`config.mk`:
```
export PLATFORM = sky130hd
export DESIGN_NAME = out_byte_serializer_flat
export DESIGN_NICKNAME = d
export VERILOG_FILES = /design/src/rtl/io_pkg.sv /design/src/rtl/out_byte_serializer_if.sv /design/src/rtl/sync_fifo.sv /design/src/rtl/out_byte_serializer.sv /design/src/flat_wrapper.sv
export SDC_FILE = /design/constraint.sdc
export NUM_CORES = 1
export LEC_CHECK = 0
export CAP_MARGIN = 10
export CORE_MARGIN = 5
export CORE_UTILIZATION = 61
export DETAILED_ROUTE_END_ITERATION = 10
export GPL_TIMING_DRIVEN = 0
export HOLD_SLACK_MARGIN = 0.08
export PLACE_DENSITY = 0.84
export SLEW_MARGIN = 30
export SYNTH_ARGS = -nofsm -noshare
export SYNTH_HDL_FRONTEND = slang
export SYNTH_SLANG_ARGS = --single-unit
export TNS_END_PERCENT = 5
```
`constraint.sdc`:
```
create_clock -name clk -period 6.1 [get_ports clk]
set_input_delay 0.61 -clock clk [delete_from_list [all_inputs] [get_ports clk]]
set_output_delay 0.61 -clock clk [all_outputs]
set_load 0.03 [all_outputs]
```
`src/rtl/io_pkg.sv`:
```
// Shared I/O-path types: FIFO entry layout, serializer state encoding and byte width.
// The machine word width comes from the `WORD_W macro and defaults to 32 here.
`ifndef WORD_W
`define WORD_W 32
`endif

package io_pkg;

  localparam int OUT_BYTE_W = 8;

  typedef struct packed {
    logic [1:0]  nbytes;
    logic [31:0] data;
  } out_entry_t;

  localparam int OUT_ENTRY_W = $bits(out_entry_t);

  typedef enum logic [2:0] {
    S_IDLE,
    S_LOAD,
    S_ISSUE,
    S_GUARD,
    S_DRAIN
  } ser_state_t;

endpackage

```
`src/rtl/out_byte_serializer_if.sv`:
```
// Core push side and I/O-controller output handshake of the byte serializer.
// master = core/controller environment, slave = serializer.
`ifndef WORD_W
`define WORD_W 32
`endif

interface out_byte_serializer_if;

  logic               push_valid;
  logic [`WORD_W-1:0] push_data;
  logic [1:0]         push_nbytes;
  logic               push_ready;
  logic               out_req;
  logic [`WORD_W-1:0] out_data;
  logic               out_busy;

  modport master (
    output push_valid, push_data, push_nbytes, out_busy,
    input  push_ready, out_req, out_data
  );

  modport slave (
    input  push_valid, push_data, push_nbytes, out_busy,
    output push_ready, out_req, out_data
  );

endinterface

```
`src/rtl/sync_fifo.sv`:
```
// Single-clock FIFO with wrap-bit pointers, show-ahead read data and occupancy count.
// Push when full and pop when empty are ignored.
module sync_fifo #(
  parameter  int DEPTH = 16,
  parameter  int WIDTH = 8,
  localparam int PTR_W = $clog2(DEPTH)
) (
  input  logic             clk,
  input  logic             rst,
  input  logic             push_i,
  input  logic [WIDTH-1:0] wdata_i,
  input  logic             pop_i,
  output logic [WIDTH-1:0] rdata_o,
  output logic             full_o,
  output logic             empty_o,
  output logic [PTR_W:0]   count_o
);

  logic [PTR_W:0]   wr_ptr_q;
  logic [PTR_W:0]   rd_ptr_q;
  logic [WIDTH-1:0] mem_q [DEPTH];
  logic             do_push;
  logic             do_pop;

  assign full_o  = (wr_ptr_q[PTR_W] != rd_ptr_q[PTR_W]) &&
                   (wr_ptr_q[PTR_W-1:0] == rd_ptr_q[PTR_W-1:0]);
  assign empty_o = (wr_ptr_q == rd_ptr_q);
  assign count_o = wr_ptr_q - rd_ptr_q;
  assign rdata_o = mem_q[rd_ptr_q[PTR_W-1:0]];
  assign do_push = push_i && !full_o;
  assign do_pop  = pop_i && !empty_o;

  // NOTE: storage is deliberately not reset; the pointers alone decide which entries are valid.
  always_ff @(posedge clk) begin
    if (do_push) mem_q[wr_ptr_q[PTR_W-1:0]] <= wdata_i;
  end

  // NOTE: sequential state uses non-blocking assignments so every register samples pre-edge values.
  always_ff @(posedge clk or posedge rst) begin
    if (rst) begin
      wr_ptr_q <= '0;
      rd_ptr_q <= '0;
    end else begin
      if (do_push) wr_ptr_q <= wr_ptr_q + 1'b1;
      if (do_pop)  rd_ptr_q <= rd_ptr_q + 1'b1;
    end
  end

endmodule

```
`src/rtl/out_byte_serializer.sv`:
```
// Buffers core output words and issues one I/O-controller request per byte, LSB first.
// Optional macro OUT_TX_COUNT_EN adds a free-running count of issued bytes (tx_byte_count).
`ifndef WORD_W
`define WORD_W 32
`endif

module out_byte_serializer
  import io_pkg::*;
#(
  parameter  int DEPTH = 16,
  localparam int PTR_W = $clog2(DEPTH)
) (
  input  logic                  clk,
  input  logic                  rst,
  out_byte_serializer_if.slave  bus,
  output logic [PTR_W:0]        fifo_count,
  output logic                  idle
`ifdef OUT_TX_COUNT_EN
  ,
  output logic [31:0]           tx_byte_count
`endif
);

  ser_state_t         state_q;
  logic [31:0]        shreg_q;
  logic [1:0]         rem_q;
  logic               out_req_q;
  logic [`WORD_W-1:0] out_data_q;

  out_entry_t push_entry;
  out_entry_t head;
  logic       fifo_full;
  logic       fifo_empty;
  logic       pop;

  assign push_entry = '{nbytes: bus.push_nbytes, data: bus.push_data};
  assign pop        = (state_q == S_IDLE) && !fifo_empty;

  sync_fifo #(
    .DEPTH (DEPTH),
    .WIDTH (OUT_ENTRY_W)
  ) u_fifo (
    .clk     (clk),
    .rst     (rst),
    .push_i  (bus.push_valid),
    .wdata_i (push_entry),
    .pop_i   (pop),
    .rdata_o (head),
    .full_o  (fifo_full),
    .empty_o (fifo_empty),
    .count_o (fifo_count)
  );

  assign bus.push_ready = !fifo_full;
  assign bus.out_req    = out_req_q;
  assign bus.out_data   = out_data_q;
  assign idle           = fifo_empty && (state_q == S_IDLE);

  // S_GUARD masks the controller's one-cycle delay between sampling out_req and raising busy.
  always_ff @(posedge clk or posedge rst) begin
    if (rst) begin
      state_q    <= S_IDLE;
      shreg_q    <= '0;
      rem_q      <= '0;
      out_req_q  <= 1'b0;
      out_data_q <= '0;
    end else begin
      case (state_q)
        S_IDLE: begin
          if (!fifo_empty) begin
            shreg_q <= head.data;
            rem_q   <= head.nbytes;
            state_q <= S_LOAD;
          end
        end
        S_LOAD: begin
          out_data_q <= {{(`WORD_W-OUT_BYTE_W){1'b0}}, shreg_q[OUT_BYTE_W-1:0]};
          out_req_q  <= 1'b1;
          state_q    <= S_ISSUE;
        end
        S_ISSUE: begin
          out_req_q <= 1'b0;
          state_q   <= S_GUARD;
        end
        S_GUARD: state_q <= S_DRAIN;
        S_DRAIN: begin
          if (!bus.out_busy) begin
            if (rem_q == 2'd0) begin
              state_q <= S_IDLE;
            end else begin
              shreg_q <= shreg_q >> OUT_BYTE_W;
              rem_q   <= rem_q - 2'd1;
              state_q <= S_LOAD;
            end
          end
        end
        default: state_q <= S_IDLE;
      endcase
    end
  end

`ifdef OUT_TX_COUNT_EN
  logic [31:0] tx_cnt_q;

  always_ff @(posedge clk or posedge rst) begin
    if (rst) begin
      tx_cnt_q <= '0;
    end else if (state_q == S_ISSUE) begin
      tx_cnt_q <= tx_cnt_q + 32'd1;
    end
  end

  assign tx_byte_count = tx_cnt_q;
`endif

endmodule

```
`src/flat_wrapper.sv`:
```
// flat-port wrapper written by rule: the top's interface ports become plain ports
module out_byte_serializer_flat import io_pkg::*;
#(
  parameter  int DEPTH = 16,
  localparam int PTR_W = $clog2(DEPTH)
)
  (clk, rst, fifo_count, idle, bus_push_valid, bus_push_data, bus_push_nbytes, bus_out_busy, bus_push_ready, bus_out_req, bus_out_data);
  out_byte_serializer_if bus_i ();
  input  logic clk;
  input  logic rst;
  output logic [PTR_W:0] fifo_count;
  output logic idle;
  input wire logic [$bits(bus_i.push_valid)-1:0] bus_push_valid;
  input wire logic [$bits(bus_i.push_data)-1:0] bus_push_data;
  input wire logic [$bits(bus_i.push_nbytes)-1:0] bus_push_nbytes;
  input wire logic [$bits(bus_i.out_busy)-1:0] bus_out_busy;
  output wire logic [$bits(bus_i.push_ready)-1:0] bus_push_ready;
  output wire logic [$bits(bus_i.out_req)-1:0] bus_out_req;
  output wire logic [$bits(bus_i.out_data)-1:0] bus_out_data;
  assign bus_i.push_valid = bus_push_valid;
  assign bus_i.push_data = bus_push_data;
  assign bus_i.push_nbytes = bus_push_nbytes;
  assign bus_i.out_busy = bus_out_busy;
  assign bus_push_ready = bus_i.push_ready;
  assign bus_out_req = bus_i.out_req;
  assign bus_out_data = bus_i.out_data;
  out_byte_serializer #(.DEPTH(DEPTH)) u_core (.clk(clk), .rst(rst), .bus(bus_i), .fifo_count(fifo_count), .idle(idle));
endmodule
```
==> flow_metrics.py <==
metrics = {
    "status": {
        "status": "finished clean",
    },
    "synthesis": {
        "ys_types": 45,
        "syn_avg_cell_area_um2": 20.09,
        "synth_ff_type": "edfxtp_1",
        "ys_seq_area_share_pct": 74.96,
        "synthArstFlopShare_pct": 9.333,
        "ys_warn_count": 0,
        "synth_area_um2": 23660,
        "synth_edf_count": 544,
        "ys_ff_latch": 600,
        "netlist_instances": 1178,
    },
    "cts": {
        "cts_made_buffers": 54,
        "cts_resized": 0,
        "clkLatencyLatePin_ns": 0.59,
        "cts.sinks": 600,
        "path_clk_slew_ns": 0.07,
        "clockRootBuffer": "clkbuf_16",
        "clk_path_buf_depth": 3,
        "cts_setup_buffers": 0,
        "cts_hold_buf": 0,
        "htree_levels": 2,
        "cts_tree": "yes",
    },
    "setup_path": {
        "critPathKind": "flip-flop to flip-flop",
        "crit_fanout": 10,
        "end_kind": "flip-flop",
        "cp_top_family": "buffers and inverters",
        "cp_common_cell": "buf_2",
        "reg2reg_depth": 14,
        "cpMaxStageDelayCell": "nor3_2",
        "crit_buf_inv": 8,
        "critPathArrivalTime_ns": 4.82,
        "slowest_delay_ns": 0.67,
        "worstPathRequired_ns": 6.39,
        "worst-path-stages": 14,
        "cp_cell_sequence": "buf_2 -> buf_2 -> buf_2 -> inv_1 -> ha_1 -> and4_1 -> nand2b_1 -> and2_1 -> clkbuf_1 -> nand2_1 -> nor3_2 -> buf_6 -> buf_4 -> buf_4",
        "critPathLaunchType": "flip-flop",
    },
    "floorplanning": {
        "start_util_pct": 61.37,
        "rows": 72,
        "die_height_um": 207.0,
        "die_x_um": 207.0,
        "die_area_um2": 42830,
        "core_um2": 38560,
        "ios": 78,
    },
    "grt": {
        "grt_pass1_wl_mm": 83.57,
        "grt-busiest-layer": "met2",
        "grtUsageTotal_pct": 26.89,
        "grtUsageMet3_pct": 5.749,
        "grt_use_met2_pct": 44.24,
        "grt_max_degree": 49,
        "antenna_found_initial": 0,
        "grt_util_met1_pct": 35.41,
        "grt_pass1_vias": 13299,
        "grt-ovfl-total": 0,
    },
    "detailed_routing": {
        "via_count": 12792,
        "firstDrtPassIters": 6,
        "drt_iter0_drc": 1752,
        "drc": 0,
        "wirelength_mm": 56.27,
        "drt-vias-per-instance": 6.673,
        "wl_per_cell_um": 29.35,
        "ant_nets": 0,
    },
    "cells_and_area": {
        "utilization_pct": 71.61,
        "area_growth_pct": 16.68,
        "final_cell_mix": "edfxtp_1, mux4_2, mux2i_1",
        "drive_gt1_share_pct": 25.80,
        "n_antenna_cell": 0,
        "final_common_cell": "edfxtp_1",
        "fin_nets": 1403,
    },
    "placement": {
        "port_buffers": 53,
        "dp_hpwl_mm": 35.19,
        "place_congestion": 0.8108,
        "place_ws_ns": 1.712,
    },
    "pwr": {
        "irDropWorstVdd_mv": 0.2717,
        "p_leak_nw": 9.443,
        "powerDensity_nw_per_um2": 485.2,
    },
    "sta": {
        "post-route-min-period_ns": 4.529,
        "fmax_mhz": 220.8,
        "fin_ws_ns": 1.571,
        "fin_hold_ws_ns": 0.2690,
        "fin_crit_sh_pct": 74.25,
        "clock_skew_ns": 0.02080,
        "tightest_slew_ns": 1.002,
        "final_max_slew_viol_count": 0,
        "maxSlewHeadroom_pct": 33.04,
        "setup_viol_count_final": 0,
        "rsz0062_at_grt": "no",
        "timing_hold_violations_final": 0,
        "setup_tns_ns": 0,
    },
    "min_path": {
        "min_path_type": "input port to async pin",
    },
    "job": {
        "cap_viol_max_count": 0,
    },
}
## routing by layer
layer  part of all wire, %  routed length, µm  vias up
li1                      -                  -     5092
met1                    35              19500     6477
met2                    49              27750     1005
met3                    11               6185      218
met4                   5.0               2828        0
met5                     0                  0        -
## state kept, by name, summed over array words and instances, names as in the netlist
signal / flops
u_core.u_fifo.rd_ptr_q: 5
u_core.u_fifo.wr_ptr_q: 5
u_core.bus.out_req: 1
u_core.shreg_q: 32
u_core.bus.out_data: 8
u_core.state_q: 3
u_core.u_fifo.mem_q: 544
u_core.rem_q: 2
## cell type report
cell class / instances / area [µm²]
Buffer: 90 / 584.3
Clock buffer: 71 / 1499
Clock inverter: 30 / 260.3
Fill cell: 2105 / 10950
Inverter: 12 / 47.55
Multi-Input combinational cell: 499 / 5484
Sequential cell: 600 / 17740
Tap cell: 518 / 648.1
Timing Repair Buffer: 97 / 1349
## report_power, final
| part | switching (mW) | leakage (nW) | internal, mW |
|---|---|---|---|
| clock | 1.45 | 0.863 | 1.93 |
| combinational | 2.75 | 2.98 | 1.96 |
| sequential | 0.240 | 5.60 | 5.05 |
## synthesized netlist by cell type, drive strengths merged, types with 3 or more instances
cell,instances,area (µm²)
o22ai,26,162.7
mux2,8,90.09
a21oi,13,65.06
dfrtp,56,1401
o31ai,24,190.2
nand3,4,25.02
nand2b,3,18.77
clkbuf,16,60.06
mux2i,85,850.8
ha,10,125.1
xnor2,11,103.9
nor2,65,246.5
a211oi,9,87.59
mux4,110,2477
and2,3,18.77
nand2,34,127.6
nor3,4,20.02
a22o,11,96.34
o21ai,7,35.03
buf,74,524.2
nand4,4,25.02
edfxtp,544,16340
nor2b,8,50.05
inv,12,45.04
a2111oi,25,375.4
## cell families (layout without fill, tap and decap cells)
group / count (synthesis) / count (layout) / share of synthesized area (%)
compound gates: 119 / 119 / 4.400
xor+xnor: 13 / 13 / 0.5129
fa+ha+maj: 11 / 11 / 0.6134
buf+inv: 102 / 300 / 2.660
flops: 600 / 600 / 74.96
mux: 203 / 203 / 14.45
other cells: 1 / 24 / 0.01585
simple gates: 129 / 129 / 2.390
## worst reg2reg max path: stages (launching register included)
cell	delay, ns
dfrtp_1	0.36
buf_2	0.28
buf_2	0.37
buf_2	0.36
inv_1	0.11
ha_1	0.35
and4_1	0.27
nand2b_1	0.13
and2_1	0.13
clkbuf_1	0.30
nand2_1	0.29
nor3_2	0.67
buf_6	0.23
buf_4	0.19
buf_4	0.20
## worst paths after layout
kind | end | slack, ns | from
worst max-delay path | u_core.u_fifo.mem_q[3][8] | 1.57 | u_core.u_fifo.rd_ptr_q[2]
worst min-delay path | u_core.u_fifo.wr_ptr_q[3] | 0.27 | rst
worst max register to register | u_core.u_fifo.mem_q[3][8] | 1.57 | u_core.u_fifo.rd_ptr_q[2]
worst min register to register | u_core.shreg_q[5] | 0.49 | u_core.shreg_q[5]
max in group asynchronous | u_core.shreg_q[9] | 5.32 | rst
min in group clk | u_core.shreg_q[5] | 0.49 | u_core.shreg_q[5]
## stage by stage
stage               power [mW]  instances  instance area, µm²
floorplan                8.362       1201               23750
global placement         9.562       1772               24930
detailed placement       9.939       1816               25850
CTS                      13.39       1917               27610
global route             13.87       1917               27610
finish                   13.40       1917               27610
No activity file was read; power rests on OpenSTA's default activity.
